File: src/rtl/rgb_seq_pkg.sv
// Shared types and defaults for the RGB LED fade sequencer.
package rgb_seq_pkg;

  localparam int PWM_BITS_DEF = 8;
  localparam int STEP_W_DEF   = 16;
  localparam int PRESCALE_DEF = 188;

  typedef enum logic [1:0] {
    ST_IDLE = 2'd0,
    ST_FADE = 2'd1,
    ST_DONE = 2'd2
  } state_e;

  // One colour at the default duty width, handy for packing commands upstream.
  typedef struct packed {
    logic [PWM_BITS_DEF-1:0] r;
    logic [PWM_BITS_DEF-1:0] g;
    logic [PWM_BITS_DEF-1:0] b;
  } rgb_duty_t;

endpackage

File: src/rtl/rgb_fade_channel.sv
// One colour channel: target/current/active duty, the +-1 ramp and the PWM
// compare register. The active duty only follows the current duty at a
// period boundary so a running PWM period is never cut short or stretched.
module rgb_fade_channel
  import rgb_seq_pkg::*;
#(
  parameter int PWM_BITS = PWM_BITS_DEF
) (
  input  logic                clk_i,
  input  logic                rst_i,
  input  logic                load_i,       // latch a new target
  input  logic                imm_i,        // with load_i: jump straight to it
  input  logic                step_i,       // move one count toward target
  input  logic                period_end_i,
  input  logic [PWM_BITS-1:0] tgt_i,
  input  logic [PWM_BITS-1:0] pwm_cnt_i,
  output logic                pwm_o,
  output logic                at_target_o
);

  logic [PWM_BITS-1:0] tgt_q, cur_q, cur_d, active_q;
  logic                pwm_q;

  // Next current duty: immediate load, or one step bounded by the target.
  always_comb begin
    cur_d = cur_q;
    if (load_i && imm_i) begin
      cur_d = tgt_i;
    end else if (step_i) begin
      if (cur_q < tgt_q)      cur_d = cur_q + 1'b1;
      else if (cur_q > tgt_q) cur_d = cur_q - 1'b1;
    end
  end

  // Duty registers and the registered PWM compare.
  always_ff @(posedge clk_i) begin
    if (rst_i) begin
      tgt_q    <= '0;
      cur_q    <= '0;
      active_q <= '0;
      pwm_q    <= 1'b0;
    end else begin
      if (load_i) tgt_q <= tgt_i;
      cur_q <= cur_d;
      if (period_end_i) active_q <= cur_q;
      pwm_q <= (pwm_cnt_i < active_q);
    end
  end

  assign pwm_o       = pwm_q;
  assign at_target_o = (cur_q == tgt_q);

endmodule

File: src/rtl/rgb_fade_sequencer.sv
// RGB LED driver front end: prescaled PWM timebase, command handshake and
// the jump/fade state machine feeding three fade channels.
module rgb_fade_sequencer
  import rgb_seq_pkg::*;
#(
  parameter int PWM_BITS = PWM_BITS_DEF,
  parameter int PRESCALE = PRESCALE_DEF,
  parameter int STEP_W   = STEP_W_DEF
) (
  input  logic                clk_i,
  input  logic                rst_i,
  input  logic                cmd_valid_i,
  output logic                cmd_ready_o,
  input  logic [PWM_BITS-1:0] cmd_r_i,
  input  logic [PWM_BITS-1:0] cmd_g_i,
  input  logic [PWM_BITS-1:0] cmd_b_i,
  input  logic [STEP_W-1:0]   cmd_step_i,
  output logic                busy_o,
  output logic                done_o,
  output logic                pwm_r_o,
  output logic                pwm_g_o,
  output logic                pwm_b_o,
  output logic                led_en_o
);

  localparam int               PRE_W   = (PRESCALE > 1) ? $clog2(PRESCALE) : 1;
  localparam logic [PRE_W-1:0] PRE_MAX = PRE_W'(PRESCALE - 1);

  logic [PRE_W-1:0]    pre_cnt_q;
  logic [PWM_BITS-1:0] pwm_cnt_q;
  logic                tick, period_end;

  state_e              state_q, state_d;
  logic [STEP_W-1:0]   step_cnt_q, step_cnt_d, step_per_q, step_per_d;
  logic                cmd_ready_q, busy_q, done_q, led_en_q;
  logic                accept, load, imm, step_en, all_at;

  logic [2:0][PWM_BITS-1:0] tgt_in;
  logic [2:0]               pwm, at_tgt;

  assign tick       = (pre_cnt_q == PRE_MAX);
  assign period_end = tick && (pwm_cnt_q == '1);

  // cmd_ready_q is only ever high while the FSM sits in IDLE.
  assign accept = cmd_valid_i && cmd_ready_q;
  assign all_at = &at_tgt;

  // Free-running prescaler and PWM counter.
  always_ff @(posedge clk_i) begin
    if (rst_i) begin
      pre_cnt_q <= '0;
      pwm_cnt_q <= '0;
    end else begin
      pre_cnt_q <= tick ? '0 : pre_cnt_q + 1'b1;
      if (tick) pwm_cnt_q <= pwm_cnt_q + 1'b1;
    end
  end

  // Command/fade sequencing: next state, step pacing and channel strobes.
  always_comb begin
    state_d    = state_q;
    step_cnt_d = step_cnt_q;
    step_per_d = step_per_q;
    load       = 1'b0;
    imm        = 1'b0;
    step_en    = 1'b0;
    unique case (state_q)
      ST_IDLE: begin
        if (accept) begin
          load       = 1'b1;
          step_per_d = cmd_step_i;
          step_cnt_d = '0;
          if (cmd_step_i == '0) begin
            imm     = 1'b1;
            state_d = ST_DONE;
          end else begin
            state_d = ST_FADE;
          end
        end
      end
      ST_FADE: begin
        if (all_at) begin
          state_d = ST_DONE;
        end else if (period_end) begin
          if (step_cnt_q == step_per_q - 1'b1) begin
            step_cnt_d = '0;
            step_en    = 1'b1;
          end else begin
            step_cnt_d = step_cnt_q + 1'b1;
          end
        end
      end
      ST_DONE: state_d = ST_IDLE;
      default: state_d = ST_IDLE;
    endcase
  end

  // FSM state and registered status outputs. ready/busy track the state
  // being entered; done follows one cycle behind the DONE state.
  always_ff @(posedge clk_i) begin
    if (rst_i) begin
      state_q     <= ST_IDLE;
      step_cnt_q  <= '0;
      step_per_q  <= '0;
      cmd_ready_q <= 1'b0;
      busy_q      <= 1'b0;
      done_q      <= 1'b0;
      led_en_q    <= 1'b0;
    end else begin
      state_q     <= state_d;
      step_cnt_q  <= step_cnt_d;
      step_per_q  <= step_per_d;
      cmd_ready_q <= (state_d == ST_IDLE);
      busy_q      <= (state_d == ST_FADE);
      done_q      <= (state_q == ST_DONE);
      led_en_q    <= 1'b1;
    end
  end

  assign tgt_in = {cmd_b_i, cmd_g_i, cmd_r_i};

  for (genvar c = 0; c < 3; c++) begin : g_ch
    rgb_fade_channel #(.PWM_BITS(PWM_BITS)) u_ch (
      .clk_i        (clk_i),
      .rst_i        (rst_i),
      .load_i       (load),
      .imm_i        (imm),
      .step_i       (step_en),
      .period_end_i (period_end),
      .tgt_i        (tgt_in[c]),
      .pwm_cnt_i    (pwm_cnt_q),
      .pwm_o        (pwm[c]),
      .at_target_o  (at_tgt[c])
    );
  end

  assign cmd_ready_o = cmd_ready_q;
  assign busy_o      = busy_q;
  assign done_o      = done_q;
  assign pwm_r_o     = pwm[0];
  assign pwm_g_o     = pwm[1];
  assign pwm_b_o     = pwm[2];
  assign led_en_o    = led_en_q;

endmodule

File: config.mk
export PLATFORM = sky130hd
export DESIGN_NAME = rgb_fade_sequencer
export DESIGN_NICKNAME = d
export VERILOG_FILES = /design/src/rtl/rgb_seq_pkg.sv /design/src/rtl/rgb_fade_channel.sv /design/src/rtl/rgb_fade_sequencer.sv
export SDC_FILE = /design/constraint.sdc
export NUM_CORES = 1
export LEC_CHECK = 0
export CAP_MARGIN = 30
export CORE_MARGIN = 5
export CORE_UTILIZATION = 60
export CTS_BUF_LIST = sky130_fd_sc_hd__clkbuf_8
export CTS_CLUSTER_DIAMETER = 100
export DETAILED_ROUTE_END_ITERATION = 8
export PLACE_DENSITY = 0.81
export SLEW_MARGIN = 20
export SYNTH_ARGS = -nofsm -noshare
export SYNTH_HDL_FRONTEND = slang
export SYNTH_SLANG_ARGS = --single-unit
File: constraint.sdc
create_clock -name clk_i -period 4.1 [get_ports clk_i]
set_input_delay 0.41 -clock clk_i [delete_from_list [all_inputs] [get_ports clk_i]]
set_output_delay 0.41 -clock clk_i [all_outputs]
set_load 0.05 [all_outputs]
==> results.cfg <==
[floorplanning]
start_util_pct = 60.5
die-area_um2 = 15000
core_um2 = 12500
design.portCount = 50
rows = 41
die_h_um = 122
die_x_um = 122

[placement]
placed_area_um2 = 8110
place_worst_setup_slack_ns = 0.859
gp_congestion = 0.910
portBuffers = 49
dp_hpwl_mm = 12.4
dp.cells = 1119

[detailed_routing]
viasPerCell = 5.73
drt_iter0_drc = 481
drcViolationCount = 0
post_drt_wl_per_cell_um = 15.1
vias = 6593
wirelength_mm = 17.4
antenna_left = 0
drt_first_pass_iters = 5

[sta]
tns_ns = 0
max_freq_mhz = 299
worst_slack_ns = 0.761
holdWs_ns = 0.452
setup_viol = 0
tightest_slew_ns = 0.903
slew_headroom_pct = 39.6
worst_clock_skew_ns = 0.00950
grt_setup_unrepaired = no
min_period_over_period_pct = 81.4
finalHoldViolations = 0
finalCriticalPeriod_ns = 3.34
drv_slew = 0

[setup_path]
critPathMaxStageDelay_ns = 0.69
cp-end-kind = register
worst-r2r-setup-slack_ns = 0.76
crit_type = register to register
r2r-start = step_per_q[0]$_SDFFE_PP0P_
cp_slowest_cell = nor4_4
reg2regPathDepth = 9
worstSetupStartpointType = register
cp_max_fo = 16
reg2reg_to = g_ch[0].u_ch.cur_q[6]$_SDFFE_PP0P_
crit_path_cell_trace = inv_1 > ha_1 > or4b_4 > a2111oi_0 > o22ai_1 > a2111o_4 > nor4_4 > nor3b_1 > nor4_2
critical_path_arrival_ns = 3.64
cp.required_ns = 4.40

[finish]
instances_no_fill = 1151
fin_nets = 1080
layout-drive-gt1-share_pct = 6.13
layout_commonest_cell = nand2_1
syn_to_final_growth_pct = 12.1
finalInstanceArea_um2 = 8490
layout_common_cells = nand2_1, dfxtp_1, a21oi_1
antenna_cells = 0

[yosys]
synthFlopType = dfxtp_1
synth_edf_count = 0
postSynthCellCount = 940
ys_seq_elements = 129
syn_area_um2 = 7570
async_flop_share_pct = 0
yosysWarnings = 0
syn_nets = 1053
avgSynthCellArea_um2 = 8.05
seq_area_frac_synth_pct = 34.1
synth_cell_types = 60

[clocking]
clk_path_buf_depth = 2
tritoncts = built
htree_num_levels = 4
path_clk_slew_ns = 0.07
root_buffer = clkbuf_8
cts_buffers = 17
cts_resized = 0
post-cts-setup-buffers = 0
cts.hold.buffers_added = 0
clk_latency_ns = 0.44
clkSinkCount = 129

[worst_hold_path]
worstHoldStart = g_ch[2].u_ch.active_q[5]$_SDFFE_PP0P_
hold_end = g_ch[2].u_ch.active_q[5]$_SDFFE_PP0P_
min_path_type = register to register
hold-path-cell-count = 2

[global_routing]
antenna_found_initial = 0
grt_max_degree = 56
grt_pass1_vias = 6336
grt-ovfl-total = 0
grt_pass1_wl_mm = 29.3
grt_util_all_layers_pct = 24.2

[pwr]
leakage_nw = 3.19
vdd_drop_max_v = 0.000322
p_per_area_nw_per_um2 = 333

[outcome]
status = finished clean

[flow_run]
cap_violations = 0
-- flip-flops by register name, indices dropped and copies added, names as in the netlist --
signal and flops:
done_o 1, busy_o 1, state_q 2, step_per_q 16
led_en_o 1, g_ch.u_ch.pwm_o 3, g_ch.u_ch.tgt_q 24, g_ch.u_ch.cur_q 24
pwm_cnt_q 8, pre_cnt_q 8, cmd_ready_o 1, g_ch.u_ch.active_q 24
step_cnt_q 16
-- critical path: cells and delay by family, from the launching register on --
kind / cells / cell delay (ns)
buffers and inverters: 1 / 0.06
adders and majority gates: 1 / 0.17
DFF: 1 / 0.34
and+or+nand+nor: 4 / 1.59
AOI/OAI and AO/OA: 3 / 1.04
-- how the worst max path moves through the flow --
| stage | to | startpoint | slack (ns) | cells after the start |
|---|---|---|---|---|
| floorplan | g_ch[0].u_ch.cur_q[7]$_SDFFE_PP0P_ | g_ch[0].u_ch.cur_q[1]$_SDFFE_PP0P_ | 1.28 | 14 |
| CTS | g_ch[1].u_ch.cur_q[1]$_SDFFE_PP0P_ | step_per_q[0]$_SDFFE_PP0P_ | 0.85 | 9 |
| detailed placement | g_ch[1].u_ch.cur_q[1]$_SDFFE_PP0P_ | step_per_q[0]$_SDFFE_PP0P_ | 0.86 | 9 |
| global route | g_ch[0].u_ch.cur_q[7]$_SDFFE_PP0P_ | g_ch[0].u_ch.cur_q[1]$_SDFFE_PP0P_ | 0.60 | 14 |
| finish | g_ch[0].u_ch.cur_q[6]$_SDFFE_PP0P_ | step_per_q[0]$_SDFFE_PP0P_ | 0.76 | 9 |
| global placement | g_ch[1].u_ch.cur_q[1]$_SDFFE_PP0P_ | step_per_q[0]$_SDFFE_PP0P_ | 0.99 | 9 |
-- synthesized netlist by cell type (all sizes together), types with 4 or more instances --
cell | n | area, um^2
a2111oi | 4 | 35.0
nor3b | 11 | 82.6
nor4 | 30 | 314
o311ai | 4 | 35.0
nand2b | 13 | 81.3
inv | 61 | 229
o21bai | 6 | 45.0
clkbuf | 35 | 131
nor2 | 66 | 248
o21ai | 22 | 110
nand4 | 19 | 119
a21oi | 104 | 521
a21o | 18 | 135
ha | 67 | 838
nand2 | 148 | 556
a211o | 4 | 35.0
or3 | 13 | 81.3
buf | 11 | 70.1
dfxtp | 129 | 2580
a31oi | 4 | 25.0
and3 | 15 | 93.8
nor2b | 5 | 31.3
xor2 | 30 | 263
xnor2 | 24 | 210
nand3 | 17 | 85.1
nor3 | 35 | 180
-- per-layer routing --
metal  wire length (um)  vias to the layer above  track usage, %
met5                  0                        -               0
met4                390                        0            7.91
met3                900                       34            5.58
met2               8100                      154            39.7
met1               8010                     3078            31.6
li1                   -                     3327               -
-- stage by stage --
step                      utilization [%]  power [mW]
after global routing                 67.8        2.96
after floorplan                         -        1.71
after detailed placement             64.8        1.85
after global placement               64.8        1.84
final                                67.8        2.82
after CTS                            67.7        2.83
-- power by group --
group          internal [mW]  leakage [nW]  switching [mW]
Combinational          0.207          1.94           0.311
Clock                  0.526         0.206           0.469
Sequential              1.28          1.04          0.0255
Total                   2.02          3.19           0.806
-- final cells by class --
class | count | area, um^2
clock buffers | 21 | 289
clock inverters | 10 | 70.1
multi-input cells | 703 | 4560
inverters | 62 | 233
repair buffers | 54 | 533
flip-flops and latches | 129 | 2580
well taps | 172 | 215
fillers | 1140 | 4030
-- kinds of logic (layout without fill, tap and decap cells) --
logic type	after synthesis	in the layout	share of synthesized area [%]
XOR/XNOR	54	54	6.25
flip-flops	129	129	34.1
AO/OA/AOI/OAI	191	191	15.6
AND/OR/NAND/NOR	388	388	26.4
buffers and inverters	108	147	5.73
adder cells (fa/ha/maj)	70	70	11.9
Note: power is estimated with default switching activity, not from simulation.
